$ cat src/rtl/hamming_encode_engine.sv
// hamming_encode_engine
// Hamming(16,11) SECDED encoder that masters a byte-wide data memory.
// On an accepted start it reads NUM_MSG 11-bit messages (two bytes each,
// low byte first) from SRC_BASE. It encodes each message into a 16-bit
// codeword and writes the codeword, low byte first, to DST_BASE.
// Each message takes five states: read lo, read hi, encode, write lo, write hi.
//
// Ports
//   clk          in   rising-edge clock
//   reset        in   asynchronous active-low reset
//   start        in   begin a run; only honoured in IDLE or DONE
//   mem_addr     out  byte address for the current read or write
//   mem_rd_data  in   read data, combinational from mem_addr
//   mem_we       out  write strobe, memory captures mem_wr_data at posedge
//   mem_wr_data  out  write data
//   busy         out  high while a run is in progress
//   done         out  high in DONE until the next accepted start
module hamming_encode_engine #(
  parameter int ADDR_W   = 8,
  parameter int NUM_MSG  = 15,
  parameter int SRC_BASE = 0,
  parameter int DST_BASE = 30
) (
  input  logic              clk,
  input  logic              reset,
  input  logic              start,
  output logic [ADDR_W-1:0] mem_addr,
  input  logic [7:0]        mem_rd_data,
  output logic              mem_we,
  output logic [7:0]        mem_wr_data,
  output logic              busy,
  output logic              done
);

  typedef enum logic [2:0] {
    S_IDLE,
    S_RD_LO,
    S_RD_HI,
    S_ENC,
    S_WR_LO,
    S_WR_HI,
    S_DONE
  } state_t;

  state_t            state, state_nxt;
  logic [ADDR_W-1:0] idx;
  logic [7:0]        lo_q;
  logic [2:0]        hi_q;
  logic [15:0]       cw_q;

  logic [ADDR_W-1:0] offset;
  logic [ADDR_W-1:0] src_ptr;
  logic [ADDR_W-1:0] dst_ptr;
  logic              last_msg;

  // Upper bits of the message high byte carry no data.
  logic unused_hi_bits;
  assign unused_hi_bits = ^mem_rd_data[7:3];

  function automatic logic [15:0] encode(input logic [11:1] d);
    logic p8, p4, p2, p1, p0;
    p8 = ^d[11:5];
    p4 = (^d[11:8]) ^ (^d[4:2]);
    p2 = d[11] ^ d[10] ^ d[7] ^ d[6] ^ d[4] ^ d[3] ^ d[1];
    p1 = d[11] ^ d[9] ^ d[7] ^ d[5] ^ d[4] ^ d[2] ^ d[1];
    p0 = (^d) ^ p8 ^ p4 ^ p2 ^ p1;
    return {d[11:5], p8, d[4:2], p4, d[1], p2, p1, p0};
  endfunction

  // Address arithmetic wraps modulo 2^ADDR_W.
  assign offset   = {idx[ADDR_W-2:0], 1'b0};
  assign src_ptr  = ADDR_W'(SRC_BASE) + offset;
  assign dst_ptr  = ADDR_W'(DST_BASE) + offset;
  assign last_msg = (idx == ADDR_W'(NUM_MSG - 1));

  always_ff @(posedge clk or negedge reset) begin
    if (!reset) begin
      state <= S_IDLE;
    end else begin
      state <= state_nxt;
    end
  end

  always_ff @(posedge clk or negedge reset) begin
    if (!reset) begin
      idx  <= '0;
      lo_q <= '0;
      hi_q <= '0;
      cw_q <= '0;
    end else begin
      case (state)
        S_IDLE, S_DONE: if (start) idx <= '0;
        S_RD_LO:        lo_q <= mem_rd_data;
        S_RD_HI:        hi_q <= mem_rd_data[2:0];
        S_ENC:          cw_q <= encode({hi_q, lo_q});
        S_WR_HI:        if (!last_msg) idx <= idx + 1'b1;
        default:        ;
      endcase
    end
  end

  // Memory strobes are decoded from the state register so that an
  // asynchronous reset removes mem_we immediately.
  always_comb begin
    state_nxt   = state;
    mem_addr    = '0;
    mem_we      = 1'b0;
    mem_wr_data = '0;
    busy        = 1'b0;
    done        = 1'b0;
    case (state)
      S_IDLE: begin
        if (start) state_nxt = S_RD_LO;
      end
      S_RD_LO: begin
        busy      = 1'b1;
        mem_addr  = src_ptr;
        state_nxt = S_RD_HI;
      end
      S_RD_HI: begin
        busy      = 1'b1;
        mem_addr  = src_ptr + 1'b1;
        state_nxt = S_ENC;
      end
      S_ENC: begin
        busy      = 1'b1;
        state_nxt = S_WR_LO;
      end
      S_WR_LO: begin
        busy        = 1'b1;
        mem_addr    = dst_ptr;
        mem_we      = 1'b1;
        mem_wr_data = cw_q[7:0];
        state_nxt   = S_WR_HI;
      end
      S_WR_HI: begin
        busy        = 1'b1;
        mem_addr    = dst_ptr + 1'b1;
        mem_we      = 1'b1;
        mem_wr_data = cw_q[15:8];
        state_nxt   = last_msg ? S_DONE : S_RD_LO;
      end
      S_DONE: begin
        done = 1'b1;
        if (start) state_nxt = S_RD_LO;
      end
      default: state_nxt = S_IDLE;
    endcase
  end

endmodule
$ cat config.mk
export PLATFORM = sky130hd
export DESIGN_NAME = hamming_encode_engine
export DESIGN_NICKNAME = d
export VERILOG_FILES = /design/src/rtl/hamming_encode_engine.sv
export SDC_FILE = /design/constraint.sdc
export NUM_CORES = 1
export LEC_CHECK = 0
export CORE_MARGIN = 5
export CORE_UTILIZATION = 40
export DETAILED_ROUTE_END_ITERATION = 8
export PLACE_DENSITY_LB_ADDON = 0.05
export SLEW_MARGIN = 20
export SYNTH_ARGS = -nofsm -noshare
export SYNTH_HDL_FRONTEND = slang
export SYNTH_SLANG_ARGS = --single-unit
$ cat constraint.sdc
create_clock -name clk -period 2.4 [get_ports clk]
set_input_delay 0.48 -clock clk [delete_from_list [all_inputs] [get_ports clk]]
set_output_delay 0.48 -clock clk [all_outputs]
set_load 0.05 [all_outputs]
==> metrics.txt, run 1 <==
number of antenna violations at the first check in global routing 0; drt total wl between 5 and 6 mm; worst ir drop on vdd 0.736 mV; maximum number of buffers from clock root to sink 2; pin slew with the least headroom to its limit 876 ps; RD Place Congestion 0.806; clock net sink count 38; DR pass1 iterations 4; crit end category output pin; longest individual stage delay on the worst path 340 ps; std cell rows 27; Min-Delay Path Class in -> async; cell repeated most along the worst path sky130_fd_sc_hd__buf_4; combinational family with the most area after synthesis multiplexers; post-synthesis simple-gate area fraction between 10% and 20%; Yosys Warn Count 0; Final Max Tran Viols 0; portion of synthesized cell area occupied by the leading cell type roughly 43%; via count of the first global-routing pass 1745; dominant synthesized flop cell sky130_fd_sc_hd__dfrtp_1; number of flops mapped to enable cells by yosys 0; Synth Net Count 224; crit-path leading delay family buffers and inverters; cell count after synthesis between 200 and 250; result of the run finished clean; count of nets left with antenna violations after detail routing 0; number of max-capacitance violations reported 0; core region area 0.00544 mm²; Netlist cell types 45; arithmetic-cell share of the synthesized area counting full adders, half adders and majority gates 1.70%; worst clock skew between 7 and 8 ps; final setup violation count 0; area leader, netlist sky130_fd_sc_hd__dfrtp_1; Worst slew margin between 40 and 50%; fill count 489; sequence of cells on the critical path inv_1 > ha_1 > nor3b_1 > buf_4 > o21a_1 > o21ai_1 > o41ai_2 > buf_4; Achievable Freq between 400 and 500 MHz; # placed instances between 300 and 400; count of boundary I/O pins 30; mux contribution to synthesized area 15.3%; clock-pin slew reported for the worst setup and hold paths after clock tree synthesis 80 ps; ratio of cells with drive above 1 in the final layout a little under 30%; clock insertion delay at the later pin of the skew report 290 ps; Data required, critical path 1920 ps; routed vias 1655; Final #Nets 256; global-route wire length before repair 8.34 mm; CTS Buf Count 5; number of hold buffers added after CTS 0; pin count of the biggest net entering global routing 39; synthesis-stage register bit count 38; post-route worst hold slack 305 ps; final period demand of the worst path 2320 ps; Syn Area/Cell 10.5 µm²; slowest stage cell on the critical path sky130_fd_sc_hd__dfrtp_1; critical path class reg -> out; leading post-synthesis cells by cell area sky130_fd_sc_hd__dfrtp_1 (43%), sky130_fd_sc_hd__mux2_2 (12%), sky130_fd_sc_hd__xnor2_1 (7.5%), sky130_fd_sc_hd__mux2i_1 (3.6%), sky130_fd_sc_hd__o21ai_0 (2.9%); xor/xnor cell area share of the yosys netlist 11.2%; area of the mapped netlist 0.00221 mm²; unrepaired setup endpoints after global routing no; Max H-tree Level 2; leakage power summed over all cells 1.17 nW; number of endpoints with negative hold slack in the final report 0; most repeated cell in the gate-level netlist after synthesis sky130_fd_sc_hd__dfrtp_1; hpwl dp 3.71 mm; buffers and inverters on the worst path 3; Tot GR Track Use 14.7%; Area Growth Syn to Fin 29.0%; type of element launching the critical path flop; list of most frequent post-synthesis cells sky130_fd_sc_hd__dfrtp_1 (38), sky130_fd_sc_hd__mux2_2 (23), sky130_fd_sc_hd__xnor2_1 (19); Layout Cells excl Fill around 310; asr flop ratio synth between 90% and 100%; global route overflow 0; n_diodes 0; die extent in y 84.4 µm; Total Die Area just over 0.007 mm²; initial core utilization 40.7%; ratio of total power to cell area approximately 1600 mW/mm²; Horiz. Die Dim 84.4 µm; Worst EP arrival 1840 ps; post-synthesis compound-gate area fraction 12.0%; largest driver fanout on the critical path 4; portion of the clock cycle consumed by the worst path in the final layout 96.6%; routed wire length per instance about 16 µm; Remaining DRCs 0; clock tree root buffer cell sky130_fd_sc_hd__clkbuf_8; # port buffers 29; CTS tree done; initial detailed-routing violation count 83; average via count per standard cell 5.27; sequential element share of the synthesized area between 40% and 50%
## kinds of logic (layout without fill, tap and decap cells)
family | count (synthesis) | count (layout)
buffers and inverters | 20 | 52
DFF | 38 | 38
adders and majority gates | 3 | 3
AOI/OAI and AO/OA | 40 | 40
muxes | 31 | 31
xor gates and xnor gates | 25 | 25
and+or+nand+nor | 53 | 53
## repair_timing
| item | 4_1_cts | 5_1_grt |
|---|---|---|
| setup buffers | 0 | 0 |
| resized for setup | 1 | 3 |
| hold endpoints to repair | 0 | 0 |
| endpoints found under the setup margin | 1 | 2 |
## final timing paths
kind | from | endpoint | slack (ps) | cells after the start
worst max-delay path | idx[0] | mem_addr[7] | 80 | 8
worst min-delay path | reset | idx[7] | 310 | 1
worst max register to register | idx[1] | idx[7] | 470 | 6
worst min register to register | cw_q[8] | cw_q[8] | 480 | 2
max in group asynchronous | reset | idx[3] | 1540 | 1
min in group clk | cw_q[8] | cw_q[8] | 480 | 2
## final cells by class
class | instances | area [µm²] | share of cell area, %
multi-input combinational | 152 | 1180 | 41.5
timing repair buffer | 38 | 518 | 18.1
tap | 72 | 90.1 | 3.16
sequential | 38 | 951 | 33.3
clock buffer | 5 | 68.8 | 2.41
inverter | 7 | 28.8 | 1.01
clock inverter | 2 | 15.0 | 0.526
## layout by cell type, fill, tap and decap left out, drive strengths merged, types with 2 or more instances in the layout
cell and instances:
clkinvlp 2, a21oi 10, dfrtp 38, mux2i 8, and3 2, or4 2
o31ai 2, clkdlybuf4s50 9, ha 3, o41ai 2, xnor2 19, nor2 16
o21ai 17, nand2b 2, o22ai 2, or3 2, clkbuf 5, inv 7
nand2 14, nand3b 2, nor3 4, mux2 23, nand3 3, o2111ai 2
buf 29, xor2 4
## per-stage QoR
stage	instance area (µm²)	power, mW	worst slack, ps	util, %	setup TNS [ps]
floorplan	2220	3.15	-57.1	-	-100
global placement	2760	3.95	399	50.7	0
detailed placement	2760	4.04	293	50.7	0
CTS	2840	4.48	52.6	52.3	0
global route	2860	4.74	1.36	52.5	0
finish	2860	4.43	81.4	52.5	0
## sequential cells by signal, indices dropped and copies added (netlist names)
name,count
lo_q,8
state,3
cw_q,16
idx,8
hi_q,3
## power by group
group          internal [mW]  switching (mW)
clock network          0.198           0.229
logic                   1.47            1.39
registers              0.915           0.218
total                   2.59            1.84
## metal layers
| layer | part of all wire, % | GRT usage (%) | vias up |
|---|---|---|---|
| met3 | 2.8 | 3.43 | 6 |
| met1 | 42 | 16.9 | 823 |
| met5 | 0 | 0 | - |
| li1 | - | - | 799 |
| met4 | 1.5 | 5.18 | 0 |
| met2 | 54 | 26.5 | 27 |
No activity file was read; power rests on OpenSTA's default activity.
==> run 2: changes to the inputs <==
Settings changed: SKIP_CTS_REPAIR_TIMING from default to 1.
==> results of run 2 <==
No change in the layout: final DEF, timing and power equal those of run 1.
==> run 3: changes to the inputs <==
Settings changed: CORE_ASPECT_RATIO from default to 0.75.
Clock period 2.4 ns to 2.8 ns, I/O delays scaled along.
==> run 3 against run 2 <==
  * Clock power shrank 10%
  * Core utilization shrank 2.4 points
  * Setup slack improved by 170 ps
  * Critical path type unchanged
  * Via count shrank 1.9%
  * Non-clock buffer count down 6
  * Combinational power shrank 24%
  * Hold slack gained 180 ps
  * Design area is 6.1% lower
  * Sequential cell count unchanged
  * Critical path depth shrank 2
  * Global-route usage rose by 0.50 points
==> metrics.txt, run 3 (same netlist as run 1, synthesis figures left out) <==
result of the run finished clean; cell repeated most along the worst path sky130_fd_sc_hd__o21ai_0; worst slack at placement 467 ps; Remaining DRCs 0; flip-flop count of the largest register, all copies and words added 16; slowest stage cell on the critical path sky130_fd_sc_hd__dfrtp_1; unrepaired setup endpoints after global routing no; initial detailed-routing violation count 100; clock-pin slew reported for the worst setup and hold paths after clock tree synthesis 70 ps; RD Place Congestion 0.758; ratio of cells with drive above 1 in the final layout 26.2%; Tot GR Track Use 15.2%; Max H-tree Level 2; global-route wire length before repair 8.22 mm; Data required, critical path 2240 ps; most flop-heavy register cw_q; CTS tree done; Final Max Tran Viols 0; clock tree root buffer cell sky130_fd_sc_hd__clkbuf_8; count of nets left with antenna violations after detail routing 0; longest individual stage delay on the worst path 590 ps; type of element launching the critical path flop; Achievable Freq 392 MHz; pin count of the biggest net entering global routing 39; DR pass1 iterations 4; accumulated negative setup slack 0 ps; least setup slack across all paths after layout 248 ps; Worst slew margin 46.9%; sequence of cells on the critical path nand2b_2 > buf_4 > nor2_1 > o21ai_0 > o21ai_0 > buf_12; clock insertion delay at the later pin of the skew report 280 ps; number of endpoints with negative hold slack in the final report 0; commonest non-fill, non-tap cell in the layout sky130_fd_sc_hd__dfrtp_1; fill count 518; global route overflow 0; pin slew with the least headroom to its limit around 800 ps; maximum number of buffers from clock root to sink 2; Horiz. Die Dim about 96 µm; via count of the first global-routing pass 1546; count of boundary I/O pins 30; # port buffers 29; routed vias 1624; leakage power summed over all cells 1.11 nW; Area Growth Syn to Fin 21.1%; clock net sink count 38; Final #Nets 250; critical path class reg -> out; core region area between 0.005 and 0.006 mm²; Largest regs cw_q x16, idx x8, lo_q x8; final setup violation count 0; crit end category output pin; number of antenna violations at the first check in global routing 0; commonest cells after routing, fill and taps aside sky130_fd_sc_hd__dfrtp_1 (38), sky130_fd_sc_hd__mux2_2 (23), sky130_fd_sc_hd__xnor2_1 (19), sky130_fd_sc_hd__nor2_1 (16), sky130_fd_sc_hd__buf_4 (16); std cell rows 23; final period demand of the worst path roughly 2600 ps; Worst EP arrival 1990 ps; portion of the clock cycle consumed by the worst path in the final layout 91.1%; initial core utilization between 40% and 50%; routed wire length per instance 15.9 µm; worst clock skew 5.43 ps; crit-path leading delay family flip-flops; largest driver fanout on the critical path 13; hpwl dp 3.64 mm; average via count per standard cell 5.21; Min-Delay Path Class reg -> reg; worst ir drop on vdd 0.497 mV; drt total wl 4.95 mm; ratio of total power to cell area about 1300 mW/mm²; n_diodes 0; CTS Buf Count 5; die extent in y 74.4 µm; buffers and inverters on the worst path 2; number of max-capacitance violations reported 0; Total Die Area around 0.0071 mm²
run 3: changes by cell type in the layout (fill, tap and decap cells not counted), sizes merged:
cell	delta
clkinv	+1
clkbuf	+2
buf	-7
clkdlybuf4s50	+1
clkinvlp	-2
run 3: area by class of cell:
class / instances / area (µm²) / share of cell area [%]
Sequential cell: 38 / 951 / 35.5
Timing Repair Buffer: 32 / 340 / 12.7
Clock inverter: 1 / 5.00 / 0.187
Tap cell: 75 / 93.8 / 3.50
Inverter: 7 / 28.8 / 1.07
Clock buffer: 7 / 86.3 / 3.22
Multi-Input combinational cell: 152 / 1170 / 43.8
run 3: power by group:
group	internal, mW	switching, mW	leakage [nW]	total (mW)
Clock	0.199	0.184	0.0482	0.383
Sequential	0.784	0.243	0.471	1.03
Combinational	1.08	1.10	0.593	2.18
Total	2.07	1.53	1.11	3.59
run 3: worst paths after layout:
kind,from,endpoint,slack [ps],cells past startpoint
worst max-delay path,state[1],mem_addr[3],250,6
max in group asynchronous,reset,idx[3],1760,2
worst min-delay path,cw_q[8],cw_q[8],480,2
min in group asynchronous,reset,idx[1],700,2
worst min register to register,cw_q[8],cw_q[8],480,2
worst max register to register,state[0],lo_q[5],760,4
run 3: layer usage:
metal / vias to the layer above / part of all wire (%) / routed length (µm) / GRT usage [%]
met5: - / 0 / 0 / 0
met4: 0 / 0.73 / 36 / 3.79
met3: 5 / 4.7 / 235 / 3.44
met2: 36 / 42 / 2100 / 21.0
met1: 790 / 52 / 2580 / 23.6
li1: 793 / - / - / -
run 3: through the flow:
stage | total power, mW | std cells | hold WS [ps] | util [%] | area [µm²]
4_1_cts | 3.63 | 312 | 488 | 49.9 | 2670
6_report | 3.59 | 312 | 482 | 50.1 | 2680
5_1_grt | 3.84 | 312 | 522 | 50.1 | 2680
3_5_place_dp | 3.23 | 304 | 471 | 48.2 | 2580
3_3_place_gp | 3.18 | 304 | 464 | 48.2 | 2580
2_1_floorplan | 2.69 | 210 | 264 | - | 2220
run 3: worst min-delay path, cell delays in order (launching register included):
cell,delay (ps)
sky130_fd_sc_hd__dfrtp_1,350
sky130_fd_sc_hd__nand2_1,50
sky130_fd_sc_hd__o21ai_0,60
